`config.mk`:
```
export PLATFORM = sky130hd
export DESIGN_NAME = seq_pattern_gen
export DESIGN_NICKNAME = d
export VERILOG_FILES = /design/src/rtl/seq_pattern_gen.sv
export SDC_FILE = /design/constraint.sdc
export NUM_CORES = 1
export LEC_CHECK = 0
export ABC_CLOCK_PERIOD_IN_PS = 4110
export BUFFER_PORTS_ARGS = -buffer_cell sky130_fd_sc_hd__buf_2
export CAP_MARGIN = 20
export CORE_ASPECT_RATIO = 2
export CORE_MARGIN = 5
export CORE_UTILIZATION = 30
export CTS_CLUSTER_SIZE = 28
export DETAILED_ROUTE_END_ITERATION = 10
export SYNTH_ARGS = -nofsm -noshare
export SYNTH_HDL_FRONTEND = slang
export SYNTH_SLANG_ARGS = --single-unit
export TNS_END_PERCENT = 20
```
`constraint.sdc`:
```
create_clock -name clk -period 4.11 [get_ports clk]
set_clock_uncertainty 0.2 [all_clocks]
set_input_delay 0.822 -clock clk [delete_from_list [all_inputs] [get_ports clk]]
set_output_delay 0.822 -clock clk [all_outputs]
set_load 0.005 [all_outputs]
```
`src/rtl/seq_pattern_gen.sv`:
```
// Serial pattern generator: latches a masked parallel word and shifts it out MSB-first,
// one bit per clock, with gapless back-to-back frames and a synchronous abort.
// Optional macro SEQ_PATTERN_GEN_LFSR_FILL_EN: don't-care bits come from an internal
// maximal-length Fibonacci LFSR (seed all-ones, one step per accepted frame) instead of fill.
module seq_pattern_gen #(
  parameter int unsigned LEN   = 9,
  parameter int unsigned CNT_W = 5
) (
  input  logic           clk,
  input  logic           rst,
  input  logic           start,
  input  logic [LEN-1:0] pat,
  input  logic [LEN-1:0] care,
  input  logic [LEN-1:0] fill,
  input  logic           abort,
  output logic           ready,
  output logic           a,
  output logic           a_vld,
  output logic           done
);

  typedef enum logic [0:0] {StIdle, StSend} state_e;

  localparam logic [CNT_W-1:0] LastCnt   = CNT_W'(LEN - 1);
  localparam logic [CNT_W-1:0] LastCntM1 = CNT_W'(LEN - 2);

  state_e           r_state, w_state_d;
  logic [CNT_W-1:0] r_cnt, w_cnt_d;
  logic [LEN-1:0]   r_shift, w_shift_d;
  logic             r_a, w_a_d;
  logic             r_a_vld, w_a_vld_d;
  logic             r_done, w_done_d;

  logic             w_last;
  logic             w_accept;
  logic [LEN-1:0]   w_fill_src;
  logic [LEN-1:0]   w_word;

  assign w_last   = (r_state == StSend) && (r_cnt == LastCnt);
  assign ready    = ((r_state == StIdle) || w_last) && !abort;
  assign w_accept = start && ready;

`ifdef SEQ_PATTERN_GEN_LFSR_FILL_EN
  // Feedback tap masks (bit t-1 set for tap x^t) for maximal-length polynomials.
  function automatic logic [31:0] taps_for(input int unsigned n);
    logic [31:0] m;
    m = 32'h0;
    case (n)
      2:       m = 32'h0000_0003;
      3:       m = 32'h0000_0006;
      4:       m = 32'h0000_000C;
      5:       m = 32'h0000_0014;
      6:       m = 32'h0000_0030;
      7:       m = 32'h0000_0060;
      8:       m = 32'h0000_00B8;
      9:       m = 32'h0000_0110;
      10:      m = 32'h0000_0240;
      11:      m = 32'h0000_0500;
      12:      m = 32'h0000_0829;
      13:      m = 32'h0000_100D;
      14:      m = 32'h0000_2015;
      15:      m = 32'h0000_6000;
      16:      m = 32'h0000_D008;
      17:      m = 32'h0001_2000;
      18:      m = 32'h0002_0400;
      19:      m = 32'h0004_0023;
      20:      m = 32'h0009_0000;
      21:      m = 32'h0014_0000;
      22:      m = 32'h0030_0000;
      23:      m = 32'h0042_0000;
      24:      m = 32'h00E1_0000;
      25:      m = 32'h0120_0000;
      26:      m = 32'h0200_0023;
      27:      m = 32'h0400_0013;
      28:      m = 32'h0900_0000;
      29:      m = 32'h1400_0000;
      30:      m = 32'h2000_0029;
      31:      m = 32'h4800_0000;
      32:      m = 32'h8020_0003;
      default: m = 32'h0;
    endcase
    return m;
  endfunction

  localparam logic [31:0]    TapsAll = taps_for(LEN);
  localparam logic [LEN-1:0] Taps    = TapsAll[LEN-1:0];

  logic [LEN-1:0] r_lfsr;
  logic           w_lfsr_fb;
  logic           w_unused_fill;

  assign w_lfsr_fb     = ^(r_lfsr & Taps);
  assign w_unused_fill = ^fill;
  // Pre-step value fills the frame being accepted.
  assign w_fill_src    = r_lfsr;

  // LFSR steps once per accepted frame.
  always_ff @(posedge clk or posedge rst) begin
    if (rst) begin
      r_lfsr <= '1;
    end else if (w_accept) begin
      r_lfsr <= {r_lfsr[LEN-2:0], w_lfsr_fb};
    end
  end
`else
  assign w_fill_src = fill;
`endif

  assign w_word = (pat & care) | (w_fill_src & ~care);

  // Next-state: load on acceptance, shift while sending, otherwise fall back to idle.
  always_comb begin
    w_state_d = r_state;
    w_cnt_d   = r_cnt;
    w_shift_d = r_shift;
    w_a_d     = 1'b0;
    w_a_vld_d = 1'b0;
    w_done_d  = 1'b0;
    if (w_accept) begin
      // First bit goes straight to the output register; the rest wait in the shifter.
      w_state_d = StSend;
      w_cnt_d   = '0;
      w_shift_d = {w_word[LEN-2:0], 1'b0};
      w_a_d     = w_word[LEN-1];
      w_a_vld_d = 1'b1;
    end else if ((r_state == StSend) && !abort && !w_last) begin
      w_cnt_d   = r_cnt + CNT_W'(1);
      w_shift_d = {r_shift[LEN-2:0], 1'b0};
      w_a_d     = r_shift[LEN-1];
      w_a_vld_d = 1'b1;
      w_done_d  = (r_cnt == LastCntM1);
    end else begin
      w_state_d = StIdle;
    end
  end

  // State and registered outputs; reset kills any frame in flight.
  always_ff @(posedge clk or posedge rst) begin
    if (rst) begin
      r_state <= StIdle;
      r_cnt   <= '0;
      r_shift <= '0;
      r_a     <= 1'b0;
      r_a_vld <= 1'b0;
      r_done  <= 1'b0;
    end else begin
      r_state <= w_state_d;
      r_cnt   <= w_cnt_d;
      r_shift <= w_shift_d;
      r_a     <= w_a_d;
      r_a_vld <= w_a_vld_d;
      r_done  <= w_done_d;
    end
  end

  assign a     = r_a;
  assign a_vld = r_a_vld;
  assign done  = r_done;

endmodule
```
# Word level (Yosys, flattened, before mapping)
# Index checks and enable logic that the tools add are counted.
# totals
regBits	18
output_inout_bits	4
in_bits	31
elab_cells	36
# classes
eq_ne	3
muxes	12
n_bitwise	5
add_sub_neg	1
n_reduce_logical	9
# ops
operator	count
bitwise AND 9 bit	2
2-to-1 mux 9 bit	2
2-to-1 mux 5 bit	2
inverter 9 bit	1
bitwise OR 9 bit	1
2-to-1 mux 1 bit	8
adder 5 x 1 -> 5 bit (second input constant)	1
== test 5 x 3 -> 1 bit (second input constant)	1
== test 5 x 4 -> 1 bit (second input constant)	1
logical AND 1 bit	5
zero test 1 bit	2
!= test 2 bit (second input constant)	1
nonzero test 2 bit	1
logical OR 1 bit	1
inverter 1 bit	1

# Longest topological paths before layout
# Gate-level depths: netlist of run 1.
# depth
depth_word	6
ltp_mapped	6
ltp_nobuf	5

# Worst setup path before layout of run 1
# OpenSTA, ideal clock, no wires.
# synth_path
path_type	flip-flop to output port
from	register r_cnt[0]
to	output port ready
t_arrival_ns	1.102
path_buffers	1
required_ns	3.088
setup_slack_ns	1.986
path_stages_with_launch	6
cell_sequence	dfrtp_1 -> inv_1 -> ha_1 -> nand4bb_1 -> buf_2 -> a21oi_1
# synth_between
elab_chain_len	4
# synth_rtl
item	line_no	text
start, declared	28	logic [CNT_W-1:0] r_cnt, w_cnt_d;
start signal, assigned	148	r_cnt <= w_cnt_d;
== test 5 x 4 -> 1 bit	39	assign w_last = (r_state == StSend) && (r_cnt == LastCnt);
logical AND 1 bit	39	
logical OR 1 bit	40	assign ready = ((r_state == StIdle) || w_last) && !abort;
logical AND 1 bit	40	
end, declared	16	output logic ready,
# No other way between the ends.

# Worst setup path in the final report of run 1
# Ends and elaborated chain as after synthesis.

==> summary.md, run 1 <==
| Metric | Value |
|---|---|
| DR vias | roughly 800 |
| Reg power frac | approximately half |
| CP Launch Type | flip-flop |
| Max_slew headroom | between 40% and 50% |
| Synthesized Nets | ~120 |
| # DRC | 0 |
| Setup TNS | 0 ns |
| P&R area growth vs syn | 24.9% |
| CTS Root Buffer Type | clkbuf_8 |
| Diode count | 0 |
| Htree depth | 1 |
| Worst Path Required | roughly 3.1 ns |
| Multi-input gate area | 452 um2 |
| IO Pins | 35 |
| Worst-path fanout max | 13 |
| DR vias/cell | around 5.4 |
| Total track usage | around a tenth |
| Seq/Total Area, Yosys | ~46% |
| Synth Register Bits | 17 |
| Fmax achieved | between 300 and 400 MHz |
| First-pass DRT Iterations | 4 |
| CP max-delay cell | nand4bb_1 |
| Final hold violations | 0 |
| WS Path Type | flip-flop to output pin |
| Reg2Reg Depth | 5 |
| Most frequent cells in the layout | buf_2, dfrtp_1, mux2i_1, a221o_1, a211oi_1 |
| Minimum clock period | around 2.8 ns |
| Crit path DAT | between 1.5 and 2 ns |
| Clock sink total | 17 |
| Post-route insts no fill | between 100 and 150 |
| Net Sw Frac | between 20% and 30% |
| Worst vdd ir | ~0.00025 V |
| Hold_buf cts | 0 |
| DR iter-0 viols | 13 |
| Placer's final routability congestion estimate | a little under 0.8 |
| I/O Buffers | 34 |
| DR WL/cell | 14.5 um |
| Clock latency on the worst-skew pair | 0.25 ns |
| Pins Over Slew Limit | 0 |
| Worst path max stage delay | 0.44 ns |
| Share of cells above drive strength 1 | about 34% |
| Final #Nets | 150 |
| Setup Viol. Count Final | 0 |
| Comb pwr share | 18.5% |
| Buf/Inv on CP | 2 |
| Min-Delay Endpoint | r_shift[2] |
| Mapped cell area | roughly 900 um2 |
| Pwr dens | 358 mW/mm2 |
| Min-Delay Startpoint | r_shift[1] |
| Fillcell total | between 300 and 400 |
| Number of cells after detailed placement | ~140 |
| Clock slew at reported path FFs | ~0.06 ns |
| Crit share post-route | about two thirds |
| R2R setup slack | about 1.7 ns |
| Post-DRT Antenna Nets | 0 |
| FF/Latch Area | between 400 and 500 um2 |
| Largest net degree at the start of global routing | 18 |
| Critical path endpoint category | output pin |
| Initial Utilization | a little under a third |
| Placeable Area | approximately 0.0029 mm2 |
| Final WS setup | approximately 1.3 ns |
| Syn_area_per_cell | approximately 11 um2 |
| Unrepaired setup endpoints after global routing | no |
| Die Area | approximately 0.0043 mm2 |
| Post-CTS sizing | 0 |
| Overflow after GRT | 0 |
| CP Cell Sequence | inv_1, ha_1, nand4bb_1, a21oi_1, buf_2 |
| Vias in the first global route | between 700 and 800 |
| Most common cell after layout, fill and taps aside | buf_2 |
| Max Cap Viol | 0 |
| Yosys warns | 0 |
| TritonCTS buffer count | 3 |
| Die width | between 40 and 50 um |
| P_int | approximately 300 uW |
| Worst r2r dst | r_cnt[0] |
| First-pass GRT wire length | around 3.5 mm |
| Post-DP HPWL | around 1.7 mm |
| Hold Crit Class | flip-flop to flip-flop |
| Clk buf depth | 2 |
| Worst-Margin Slew | approximately 0.75 ns |
| Final wirelength | around 2.1 mm |
| Dpl ws | roughly 1.6 ns |
| TritonCTS clock tree | built |
| Worst r2r src | r_cnt[0] |
| Initial antenna violation count | 0 |
| Final core occ | 39.0% |
| Status | complete, no violations |
| Hold path depth | 1 |
| Synth unique cells | 27 |
| FP Rows | 28 |
| Pleak | 0.000575 uW |
| Top Family by Delay on Critical Path | simple AND/OR/NAND/NOR gates |
| Clock share of power | approximately 30% |
| Net Sw Power | ~110 uW |
| Die height | 88.3 um |
| Post-synthesis cell count | 83 |
| Post-CTS setup buffer count | 0 |
[flip-flops by register name, indices dropped and copies added (netlist names)]
name,cells
r_shift,8
r_cnt,5
a,1
a_vld,1
done,1
r_state,1
[cell usage after synthesis]
master | count | area [um2]
dfrtp_1 | 17 | 425
and2_1 | 1 | 6.26
clkbuf_1 | 1 | 3.75
nand4bb_1 | 1 | 11.3
and4bb_1 | 1 | 12.5
mux2i_1 | 8 | 80.1
a211oi_1 | 7 | 52.6
nand2b_1 | 2 | 12.5
o21ai_0 | 3 | 15.0
o31ai_1 | 1 | 7.51
nor2_1 | 2 | 7.51
mux2_2 | 3 | 33.8
a21boi_1 | 1 | 7.51
nand3_1 | 4 | 20.0
buf_2 | 4 | 20.0
nor3_1 | 2 | 10.0
nor2b_1 | 1 | 6.26
nand4b_1 | 1 | 8.76
nand2_1 | 1 | 3.75
a21oi_1 | 2 | 10.0
and2b_1 | 1 | 7.51
inv_1 | 5 | 18.8
o21bai_1 | 1 | 7.51
a22o_1 | 2 | 17.5
a221o_1 | 8 | 80.1
ha_1 | 2 | 25.0
a211o_1 | 1 | 8.76
[cell type report]
class / instances / share of cell area [%]
clock buffers: 4 / 3.92
inverters: 5 / 1.63
multi-input cells: 56 / 39.3
flip-flops and latches: 17 / 37.0
well taps: 30 / 3.27
repair buffers: 34 / 14.8
[power by group through the flow]
| stage | logic, uW | registers (uW) | clock network, uW |
|---|---|---|---|
| after global placement | 74.9 | 213 | 0 |
| after global routing | 86.7 | 215 | 135 |
| after CTS | 78.2 | 211 | 128 |
| after floorplan | 53.0 | 206 | 0 |
| final | 76.1 | 211 | 125 |
| after detailed placement | 77.5 | 214 | 0 |
[logic make-up after synthesis]
family	synth area share, %
AO/OA/AOI/OAI	22.5
AND/OR/NAND/NOR	11.6
flip-flops	46.3
multiplexers	12.4
buffers and inverters	4.63
adder cells (fa/ha/maj)	2.72
[per-layer routing]
metal  vias to the layer above  track usage [%]  wire (um)  part of all wire (%)
met5                         -                0          0                     0
met4                         0             7.35         72                   3.4
met3                         6             2.70        132                   6.2
met2                        21             18.2       1150                    54
met1                       372             10.2        768                    36
li1                        388                -          -                     -
[how the worst max path moves through the flow]
| stage | startpoint | endpoint | cells past startpoint |
|---|---|---|---|
| floorplan | r_cnt[0] | ready | 5 |
| global placement | r_cnt[0] | ready | 5 |
| detailed placement | r_cnt[0] | ready | 5 |
| CTS | r_cnt[0] | ready | 5 |
| global route | r_cnt[0] | ready | 5 |
| finish | r_cnt[0] | ready | 5 |
[through the flow]
step | area (um2) | total power [uW] | hold WS, ns
2_1_floorplan | 920 | 259 | 0.274
3_3_place_gp | 1100 | 288 | 0.289
3_5_place_dp | 1100 | 292 | 0.293
4_1_cts | 1150 | 417 | 0.308
5_1_grt | 1150 | 436 | 0.344
6_report | 1150 | 411 | 0.307
Power figures use the tool's default switching activity.
==> run 2, diff against run 1 <==
Settings changed: ABC_CLOCK_PERIOD_IN_PS 4110 to 2500.
Clock period 4.11 ns to 2.5 ns, I/O delays scaled along.
==> summary.md, run 2 (synthesis gave the netlist of run 1 again) <==
| Metric | Value |
|---|---|
| Final #Nets | 154 (+2.7%) |
| Worst-path fanout max | 7 (-6) |
| Setup Viol. Count Final | 0 (unchanged) |
| Worst-Margin Slew | 0.637 ns (-0.116 ns) |
| Tot Pwr | 677 uW (+65%) |
| Hold_buf cts | 0 (unchanged) |
| Critical path endpoint category | output pin |
| Die width | 49.2 um (unchanged) |
| Clock sink total | 17 (unchanged) |
| Die height | 88.3 um (unchanged) |
| TritonCTS clock tree | built |
| TritonCTS buffer count | 3 (unchanged) |
| Post-DRT Antenna Nets | 0 (unchanged) |
| Minimum clock period | between 2 and 2.5 ns |
| Max Cap Viol | 0 (unchanged) |
| Post-CTS setup buffer count | 0 (unchanged) |
| Largest Register | r_shift |
| Vias in the first global route | 802 (+1.8%) |
| Reg2Reg Depth | 6 (+1) |
| Most frequent cells in the layout | buf_2, dfrtp_1, mux2i_1, a221o_1, a211oi_1 |
| R2R setup slack | 0.61 ns (-1.10 ns) |
| P&R area growth vs syn | 28.2% |
| Worst r2r dst | r_shift[8] |
| Crit path DAT | 1.49 ns (-0.29 ns) |
| Initial antenna violation count | 0 (unchanged) |
| Worst r2r src | r_cnt[0] |
| DR iter-0 viols | 23 (+10) |
| FP Rows | 28 (unchanged) |
| Placeable Area | 0.00294 mm2 (unchanged) |
| Pins Over Slew Limit | 0 (unchanged) |
| FF/Latch Area | 425 um2 (unchanged) |
| First-pass GRT wire length | 3.61 mm (+3.6%) |
| Worst Path Required | 1.80 ns (-1.29 ns) |
| Post-DP HPWL | 1.81 mm (+4.6%) |
| Largest net degree at the start of global routing | 18 (unchanged) |
| Diode count | 0 (unchanged) |
| Clock slew at reported path FFs | 0.06 ns (about the same) |
| DR WL/cell | 14.9 um (+2.7%) |
| WS Path Type | flip-flop to output pin |
| Multi-input gate area | 452 um2 (unchanged) |
| Most common cell after layout, fill and taps aside | buf_2 |
| Setup TNS | 0 ns (unchanged) |
| Fillcell total | 315 (-5.1%) |
| Pwr dens | 575 mW/mm2 (+60%) |
| Initial Utilization | 31.3% (unchanged) |
| Max_slew headroom | 57.5% (+7.8 points) |
| Hold Crit Class | input pin to async pin |
| Post-CTS sizing | 0 (unchanged) |
| I/O Buffers | 34 (unchanged) |
| Biggest regs | r_shift (8), r_cnt (5) |
| Clock latency on the worst-skew pair | 0.24 ns (about the same) |
| # DRC | 0 (unchanged) |
| Unrepaired setup endpoints after global routing | no |
| Die Area | 0.00434 mm2 (unchanged) |
| Pleak | 0.000594 uW (+3.2%) |
| Max reg flops | 8 (unchanged) |
| Overflow after GRT | 0 (unchanged) |
| Share of cells above drive strength 1 | 36.7% (+2.2 points) |
| Final wirelength | 2.24 mm (+5.5%) |
| Total track usage | 10.7% (+0.41 points) |
| DR vias/cell | 5.33 (-1.2%) |
| CTS Root Buffer Type | clkbuf_8 |
| Worst vdd ir | 0.000361 V (+45%) |
| Fmax achieved | 456 MHz |
| DR vias | 799 (+1.5%) |
| Placer's final routability congestion estimate | 0.822 (+4.9%) |
| First-pass DRT Iterations | 2 (-2) |
| Final hold violations | 0 (unchanged) |
| Clk buf depth | 2 (unchanged) |
| Crit share post-route | between 80 and 90% |
| Htree depth | 1 (unchanged) |
| CP Launch Type | flip-flop |
| IO Pins | 35 (unchanged) |
| Status | complete, no violations |
## run 2: cell count changes in the layout (fill, tap and decap cells not counted)
cell | previous run | this run
buf_4 | 0 | 4
## run 2: worst max path at each step
stage	start	slack, ns	cells past startpoint	to
4_1_cts	r_cnt[0]	0.30	5	ready
3_3_place_gp	r_cnt[0]	0.59	5	ready
6_report	r_cnt[0]	0.31	5	ready
3_5_place_dp	r_cnt[0]	0.57	5	ready
5_1_grt	r_cnt[1]	0.13	5	ready
2_1_floorplan	r_cnt[0]	0.70	5	ready
## run 2: worst max-delay path: stages (launching register included)
cell,delay [ns]
dfrtp_1,0.41
inv_1,0.07
ha_1,0.15
nand4bb_1,0.27
a21oi_1,0.22
buf_2,0.13
## run 2: final cells by class
cell class	count	share of cell area (%)
clock buffers	4	3.82
inverters	5	1.59
flip-flops and latches	17	36.1
well taps	30	3.18
multi-input cells	56	38.3
repair buffers	38	17.0
## run 2: power by group
group / internal (uW) / leakage [uW] / switching, uW
clock: 113 / 0.0000228 / 83.9
combinational: 73.3 / 0.000349 / 60.5
sequential: 313 / 0.000222 / 33.3
## run 2: through the flow
step | worst slack, ns | std cells | cell area (um2) | utilization (%) | hold slack (ns)
finish | 0.306 | 150 | 1180 | 40.1 | 0.131
global route | 0.134 | 150 | 1180 | 40.1 | 0.202
CTS | 0.300 | 150 | 1180 | 40.1 | 0.156
detailed placement | 0.572 | 146 | 1130 | 38.5 | 0.303
global placement | 0.593 | 146 | 1130 | 38.5 | 0.301
floorplan | 0.698 | 83 | 920 | - | 0.226
## run 2: routing by layer
layer / vias up / GRT usage [%] / part of all wire (%)
met3: 4 / 2.53 / 4.6
li1: 393 / - / -
met5: - / 0 / 0
met2: 17 / 20.3 / 57
met1: 385 / 10.2 / 36
met4: 0 / 6.13 / 2.1
